$ cat src/rtl/i2c_byte_controller_pkg.sv
// Types shared by the I2C master blocks. This package holds the shift register
// load selects, the byte direction and the byte sequencer states.
package i2c_byte_controller_pkg;

  typedef enum logic [1:0] {
    SEL_ADDR    = 2'd0,
    SEL_DATA    = 2'd1,
    SEL_SUBADDR = 2'd2,
    SEL_NONE    = 2'd3
  } ShiftSelectType;

  typedef enum logic {
    DIR_TX = 1'b0,
    DIR_RX = 1'b1
  } DataDirection;

  typedef enum logic [1:0] {
    IDLE = 2'd0,
    BITS = 2'd1,
    ACK  = 2'd2
  } ByteCtrlState;

  localparam logic [3:0] LAST_BIT = 4'd7;

endpackage

$ cat src/rtl/i2c_byte_controller.sv
// Byte sequencer for the I2C master shift register. It is paced by SCL edge strobes
// and covers 8 data bits plus the ACK slot.
//   state | meaning
//   IDLE  | waiting for byte_start; load/dir muxes pass inputs through
//   BITS  | shifting 8 data bits (TX drives MSB, RX samples on rise)
//   ACK   | ninth clock: sample slave ACK (TX) or drive ACK/NACK (RX)
module i2c_byte_controller
  import i2c_byte_controller_pkg::*;
(
  input  logic           clk,
  input  logic           n_rst,
  input  logic           byte_start,
  input  ShiftSelectType byte_select,
  input  DataDirection   byte_dir,
  input  logic           send_ack,
  input  logic           scl_rise,
  input  logic           scl_fall,
  input  logic           abort,
  input  logic           shift_out,
  input  logic           sda_in,
  output logic           shift_load,
  output logic           shift_strobe,
  output ShiftSelectType shift_input_select,
  output DataDirection   shift_direction,
  output logic           sda_out,
  output logic           busy,
  output logic           byte_done,
  output logic           ack_received,
  output logic           rx_valid
);

  ByteCtrlState   state, state_next;
  logic [3:0]     bit_cnt, bit_cnt_next;
  DataDirection   dir_q;
  ShiftSelectType sel_q;
  logic           send_ack_q;
  logic           rise_only, fall_only, accept, ack_slot_end;

  // Coincident edges carry no usable timing, so both are dropped.
  assign rise_only    = scl_rise & ~scl_fall;
  assign fall_only    = scl_fall & ~scl_rise;
  assign accept       = (state == IDLE) & byte_start & ~abort;
  assign ack_slot_end = (state == ACK) & fall_only & ~abort;

  always_ff @(posedge clk) begin
    if (!n_rst) begin
      state        <= IDLE;
      bit_cnt      <= '0;
      dir_q        <= DIR_TX;
      sel_q        <= SEL_ADDR;
      send_ack_q   <= 1'b0;
      byte_done    <= 1'b0;
      rx_valid     <= 1'b0;
      ack_received <= 1'b0;
    end else begin
      state     <= state_next;
      bit_cnt   <= bit_cnt_next;
      byte_done <= ack_slot_end;
      rx_valid  <= ack_slot_end & (dir_q == DIR_RX);
      if (accept) begin
        dir_q      <= byte_dir;
        sel_q      <= byte_select;
        send_ack_q <= send_ack;
      end
      if ((state == ACK) && (dir_q == DIR_TX) && rise_only && !abort)
        ack_received <= ~sda_in;
    end
  end

  always_comb begin
    state_next         = state;
    bit_cnt_next       = bit_cnt;
    shift_load         = 1'b0;
    shift_strobe       = 1'b0;
    shift_input_select = sel_q;
    shift_direction    = dir_q;
    sda_out            = 1'b1;
    busy               = 1'b0;
    case (state)
      IDLE: begin
        shift_input_select = byte_select;
        shift_direction    = byte_dir;
        if (accept) begin
          shift_load   = 1'b1;
          bit_cnt_next = '0;
          state_next   = BITS;
        end
      end
      BITS: begin
        busy = 1'b1;
        if (dir_q == DIR_TX) begin
          sda_out      = shift_out;
          shift_strobe = fall_only;
        end else begin
          shift_strobe = rise_only;
        end
        if (fall_only) begin
          bit_cnt_next = bit_cnt + 4'd1;
          if (bit_cnt == LAST_BIT) state_next = ACK;
        end
      end
      ACK: begin
        busy = 1'b1;
        if (dir_q == DIR_RX) sda_out = ~send_ack_q;
        if (fall_only) state_next = IDLE;
      end
      default: state_next = IDLE;
    endcase
    if (abort) begin
      state_next   = IDLE;
      shift_strobe = 1'b0;
    end
  end

endmodule

$ cat config.mk
export PLATFORM = sky130hd
export DESIGN_NAME = i2c_byte_controller
export DESIGN_NICKNAME = d
export VERILOG_FILES = /design/src/rtl/i2c_byte_controller_pkg.sv /design/src/rtl/i2c_byte_controller.sv
export SDC_FILE = /design/constraint.sdc
export NUM_CORES = 1
export LEC_CHECK = 0
export ABC_CLOCK_PERIOD_IN_PS = 1650
export BUFFER_PORTS_ARGS = -buffer_cell sky130_fd_sc_hd__buf_2
export CAP_MARGIN = 30
export CELL_PAD_IN_SITES_DETAIL_PLACEMENT = 2
export CELL_PAD_IN_SITES_GLOBAL_PLACEMENT = 2
export CORE_UTILIZATION = 25
export CTS_CLUSTER_DIAMETER = 40
export DETAILED_ROUTE_END_ITERATION = 8
export PLACE_DENSITY = 0.77
export SLEW_MARGIN = 40
export SYNTH_ARGS = -nofsm -noshare
export SYNTH_HDL_FRONTEND = slang
export SYNTH_SLANG_ARGS = --single-unit
$ cat constraint.sdc
create_clock -name clk -period 1.65 [get_ports clk]
set_input_delay 0.165 -clock clk [delete_from_list [all_inputs] [get_ports clk]]
set_output_delay 0.165 -clock clk [all_outputs]
set_load 0.02 [all_outputs]
==> flow_summary.ini, run 1 <==
[floorplanning]
fp.dieArea_um2 = 3290
core-area_um2 = 2830
start_util = 0.271
ios = 22
die_w_um = 57.3
core.rowCount = 19
fp.dieH_um = 57.3

[logic_synthesis]
synth.area.mux_share = 0.0964
synthDistinctLibCells = 34
synth_top_area_share = 0.340
ys_seq_elements = 13
synth_top_family_by_area = simple AND/OR/NAND/NOR gates
synth_top_cell_by_area = dfxtp_1
postSynthCellCount = 85
synth_compound_area_frac = 0.165
synthSimpleGateAreaFrac = 0.270
seq_area_frac_synth = 0.340
avgSynthCellArea_um2 = 9.01
synth_xor_area_frac = 0
synth-adder-area-share = 0.0654
yosys-top-cells-area = dfxtp_1, ha_1, mux2i_1
syn_area_um2 = 766
syn_nets = 101
ys_warn_count = 0

[place]
dp_hpwl_mm = 1.74
io_buffers = 21
gp_congestion = 0.712

[clock_network]
clockBufferDepth = 2
root_buffer = clkbuf_4
clock_latency_ns = 0.29
cts_sinks = 13
cts_buffers = 3
cts-htree-levels = 1
cts.clk_slew.worst_paths_ns = 0.08
cts_tree = built

[sta]
drv_slew = 0
fmaxAchievable_ghz = 0.628
fin_crit_ns = 1.59
post-route-period-util = 0.965
skew_ns = 0.00250
hold_slack_ns = 0.145
finalSetupViolations = 0
hold_viol = 0
worst_pin_slew_ns = 0.260
setup-tns-final_ns = 0
relSlewSlack = 0.826

[routing]
drc = 4
vias = 719
wire_per_inst_um = 17.5
drt_wl_total_mm = 2.51
firstDrtPassIters = 6
drtAntennaViolNets = 0
avgViaCountPerCell = 5.03
drtIter0Drc = 11

[grt]
grt_pass1_vias = 829
grt_overflow_total = 0
gr-usage-all-layers = 0.160
antenna_found_initial = 0
grt_pass1_wl_mm = 3.96
grt_max_degree = 12

[finish]
final_common_cell = buf_2
final_cell_mix = buf_2, dfxtp_1, nand2_1
multi_input_area_um2 = 499
regArea_um2 = 269
layout.nets = 129
nFillCells = 325
diodes = 0
layout-drive-gt1-share = 0.438
layout-area-overhead-vs-synth_pct = 33.3

[critical_path]
worstPathRequired_ns = 1.48
cp_slowest_cell = dfxtp_4
crit_path_max_incr_delay_ns = 0.37
worstPathArrival_ns = 1.43
critPathMaxFanout = 7
startpoint_type = register
cp_cell_sequence = inv_6, ha_4, mux2_2, buf_4
critPathKind = reg -> out
endpoint_kind = output pin

[power_and_ir_drop]
p_per_area_nw_per_um2 = 644
leakage_nw = 0.437
peakVddDrop_mv = 0.274

[outcome]
status = finished, violations left
violations = design-rule violations

[run]
max_cap_violations = 0

[hold_path]
hp-class = in -> reg
==> worst max-delay path, delay by kind of cell, from the launching register on <==
kind	cells	cell delay (ns)
flops	1	0.37
mux	1	0.34
buf+inv	2	0.24
fa+ha+maj	1	0.18
==> state kept, by name, indices dropped and copies added, names as in the netlist <==
name / cells
rx_valid: 1
ack_received: 1
sel_q: 2
byte_done: 1
bit_cnt: 4
dir_q: 1
state: 2
send_ack_q: 1
==> timing repair <==
item,4_1_cts,5_1_grt
cloned,0,0
setup endpoints to repair,7,8
pin swaps,1,1
hold buffers,0,0
setup buffers,2,1
resized for setup,7,11
==> through the flow <==
stage,area [um^2],utilization,setup slack (ns),cells,power [mW]
3_5_place_dp,898,0.318,0.00252,136,0.436
5_1_grt,1020,0.361,-0.0320,143,0.697
2_1_floorplan,766,-,0.152,85,0.397
6_report,1020,0.361,0.0573,143,0.658
4_1_cts,967,0.342,0.00713,142,0.658
3_3_place_gp,898,0.318,0.0559,136,0.431
==> area by class of cell <==
cell class                 instances  share of cell area
timing repair buffer              26               0.154
multi-input combinational         63               0.489
inverter                           6              0.0294
clock buffer                       4              0.0257
tap                               31              0.0380
sequential                        13               0.263
==> logic make-up (layout without fill, tap and decap cells) <==
kind of cell               count (synthesis)  count (layout)
adders and majority gates                  4               4
buffers and inverters                      9              36
AOI/OAI and AO/OA                         18              18
DFF                                       13              13
muxes                                      7               7
and+or+nand+nor                           34              34
==> power breakdown <==
part	internal (mW)	switching [mW]	total [mW]
clock network	0.0944	0.122	0.216
logic	0.0557	0.0622	0.118
registers	0.317	0.00657	0.323
total	0.467	0.191	0.658
==> routing by layer <==
metal,wire length (um),track usage,up-vias,part of all wire
met5,0,0,-,0
met4,24,0.0418,0,0.0096
met3,109,0.0408,2,0.043
met2,1350,0.291,24,0.54
met1,1030,0.185,343,0.41
li1,-,-,350,-
==> cell usage after synthesis, drive strengths merged <==
library cell	number
and2b	1
nor3	3
a211o	1
a31o	1
o221a	1
a21oi	5
nand2b	2
or3	1
ha	4
and3	1
o21ai	1
a21o	3
inv	6
nand3b	3
o21a	1
mux2	3
o22ai	1
clkbuf	1
dfxtp	13
a22o	1
buf	2
or2b	2
nor2	4
nand4	1
nand2	6
mux2i	4
a31oi	1
a211oi	2
and2	2
nor2b	5
nand3	3
==> worst paths after layout <==
kind,start,end,slack [ns],cells past startpoint
worst min register to register,bit_cnt[2],bit_cnt[2],0.53,2
worst max-delay path,state[0],shift_input_select[1],0.06,4
worst max register to register,bit_cnt[0],state[1],0.07,5
worst min-delay path,byte_dir,dir_q,0.15,3
No activity file was read; power rests on OpenSTA's default activity.
==> inputs of run 2 (changes only) <==
Settings changed: ABC_CLOCK_PERIOD_IN_PS 1650 to 1600, CORE_MARGIN from default to 3, CORE_UTILIZATION 25 to 29, PLACE_DENSITY 0.77 to 0.86.
Clock period 1.65 ns to 1.6 ns, I/O delays scaled along.
==> flow_summary.ini, run 2 (same netlist as run 1, synthesis figures left out) <==
[outcome]
status = finished, violations left
violations = negative setup slack

[place]
dpl_cell_area_um2 = 910
io_buffers = 21
dp_hpwl_mm = 1.88
place_ws_ns = -0.0141
gp_congestion = 0.786

[clock_network]
cts.clk_slew.worst_paths_ns = 0.09
cts_buffers = 3
root_buffer = clkbuf_4
cts_tree = built
clock_latency_ns = 0.30
cts_sinks = 13
ctsHoldBuffers = 0
clockBufferDepth = 2
cts-htree-levels = 1

[floorplanning]
start_util = 0.324
core-area_um2 = 2360
fp.dieH_um = 57.4
core.rowCount = 17
die_w_um = 57.4
ios = 22
fp.dieArea_um2 = 3290

[routing]
firstDrtPassIters = 6
avgViaCountPerCell = 5.53
vias = 807
drt_wl_total_mm = 3.42
drc = 0
wire_per_inst_um = 23.4
drtAntennaViolNets = 0
drtIter0Drc = 8

[finish]
top_register = bit_cnt
layout-area-overhead-vs-synth_pct = 48.5
fin_util = 0.482
final_common_cell = buf_2
layout.nets = 135
reg_top3 = bit_cnt x4, sel_q x2, state x2
largest_reg_flops = 4
layout-drive-gt1-share = 0.534
final_area_um2 = 1140
diodes = 0
final_cell_mix = buf_2, buf_4, dfxtp_1

[run]
max_cap_violations = 0

[power_and_ir_drop]
peakVddDrop_mv = 0.534
leakage_nw = 0.492
p_per_area_nw_per_um2 = 635

[grt]
grtUsageMet2 = 0.402
grt_max_degree = 12
use_met1 = 0.250
grt_pass1_vias = 952
gr-usage-all-layers = 0.220
grt_overflow_total = 0
grt-busiest-layer = met2
grt_pass1_wl_mm = 5.35
antenna_found_initial = 0
grtUsageMet3 = 0.0294

[critical_path]
critPathMaxFanout = 4
worstPathArrival_ns = 1.49
crit_path_max_incr_delay_ns = 0.40
worstPathRequired_ns = 1.44
crit_buf_inv = 3
startpoint_type = register
cp_top_family = flip-flops
path_common_cell = buf_6
endpoint_kind = output pin
cp_cell_sequence = inv_4, ha_4, buf_6, mux2_4, buf_6
critPathKind = reg -> out
cp_slowest_cell = dfxtp_4

[sta]
worst_pin_slew_ns = 0.370
setup-tns-final_ns = -0.169
fmaxAchievable_ghz = 0.608
rsz0062_at_grt = yes
finalSetupViolations = 4
hold_viol = 0
hold_slack_ns = 0.119
skew_ns = 0.00103
fin_ws_ns = -0.0455
post-route-period-util = 1.03
fin_crit_ns = 1.65
drv_slew = 0
relSlewSlack = 0.752

[hold_path]
hp-class = in -> reg
[run 2: cell types whose count changed in the layout (fill, tap and decap cells not counted), sizes merged]
cell  previous run  this run
buf             26        32
[run 2: metal layers]
| metal | part of all wire | routed length, um |
|---|---|---|
| met1 | 0.40 | 1370 |
| met3 | 0.041 | 141 |
| met5 | 0 | 0 |
| met2 | 0.50 | 1720 |
| met4 | 0.056 | 193 |
[run 2: layout make-up]
class / instances / area [um^2]
Sequential cell: 13 / 274
Multi-Input combinational cell: 63 / 546
Inverter: 6 / 27.5
Clock buffer: 4 / 26.3
Timing Repair Buffer: 32 / 229
Fill cell: 237 / 1220
Tap cell: 28 / 35.0
[run 2: worst paths after layout]
kind | slack, ns | to | startpoint | cells after the start
hold / removal | 0.12 | send_ack_q | send_ack | 3
setup reg to reg | 0.04 | bit_cnt[1] | state[1] | 7
setup / recovery | -0.05 | shift_input_select[1] | state[0] | 5
hold reg to reg | 0.54 | send_ack_q | send_ack_q | 2
[run 2: power by group]
part	switching, mW	internal, mW	total, mW	leakage [nW]
clock network	0.137	0.0973	0.234	0.0150
registers	0.00810	0.325	0.333	0.109
logic	0.0784	0.0767	0.155	0.369
[run 2: stage by stage]
stage | cells | power (mW)
6_report | 146 | 0.722
5_1_grt | 146 | 0.750
4_1_cts | 145 | 0.698
3_5_place_dp | 135 | 0.453
3_3_place_gp | 135 | 0.447
2_1_floorplan | 85 | 0.409
[run 2: repair_timing]
item	4_1_cts	5_1_grt
pin swaps	3	2
setup endpoints to repair	8	9
resized for setup	23	21
gates cloned	0	0
buffers inserted	6	1
[run 2: tightest hold or removal path, cell delays in order]
cell     delay, ns
buf_2         0.08
mux2i_1       0.05
nor2b_1       0.10
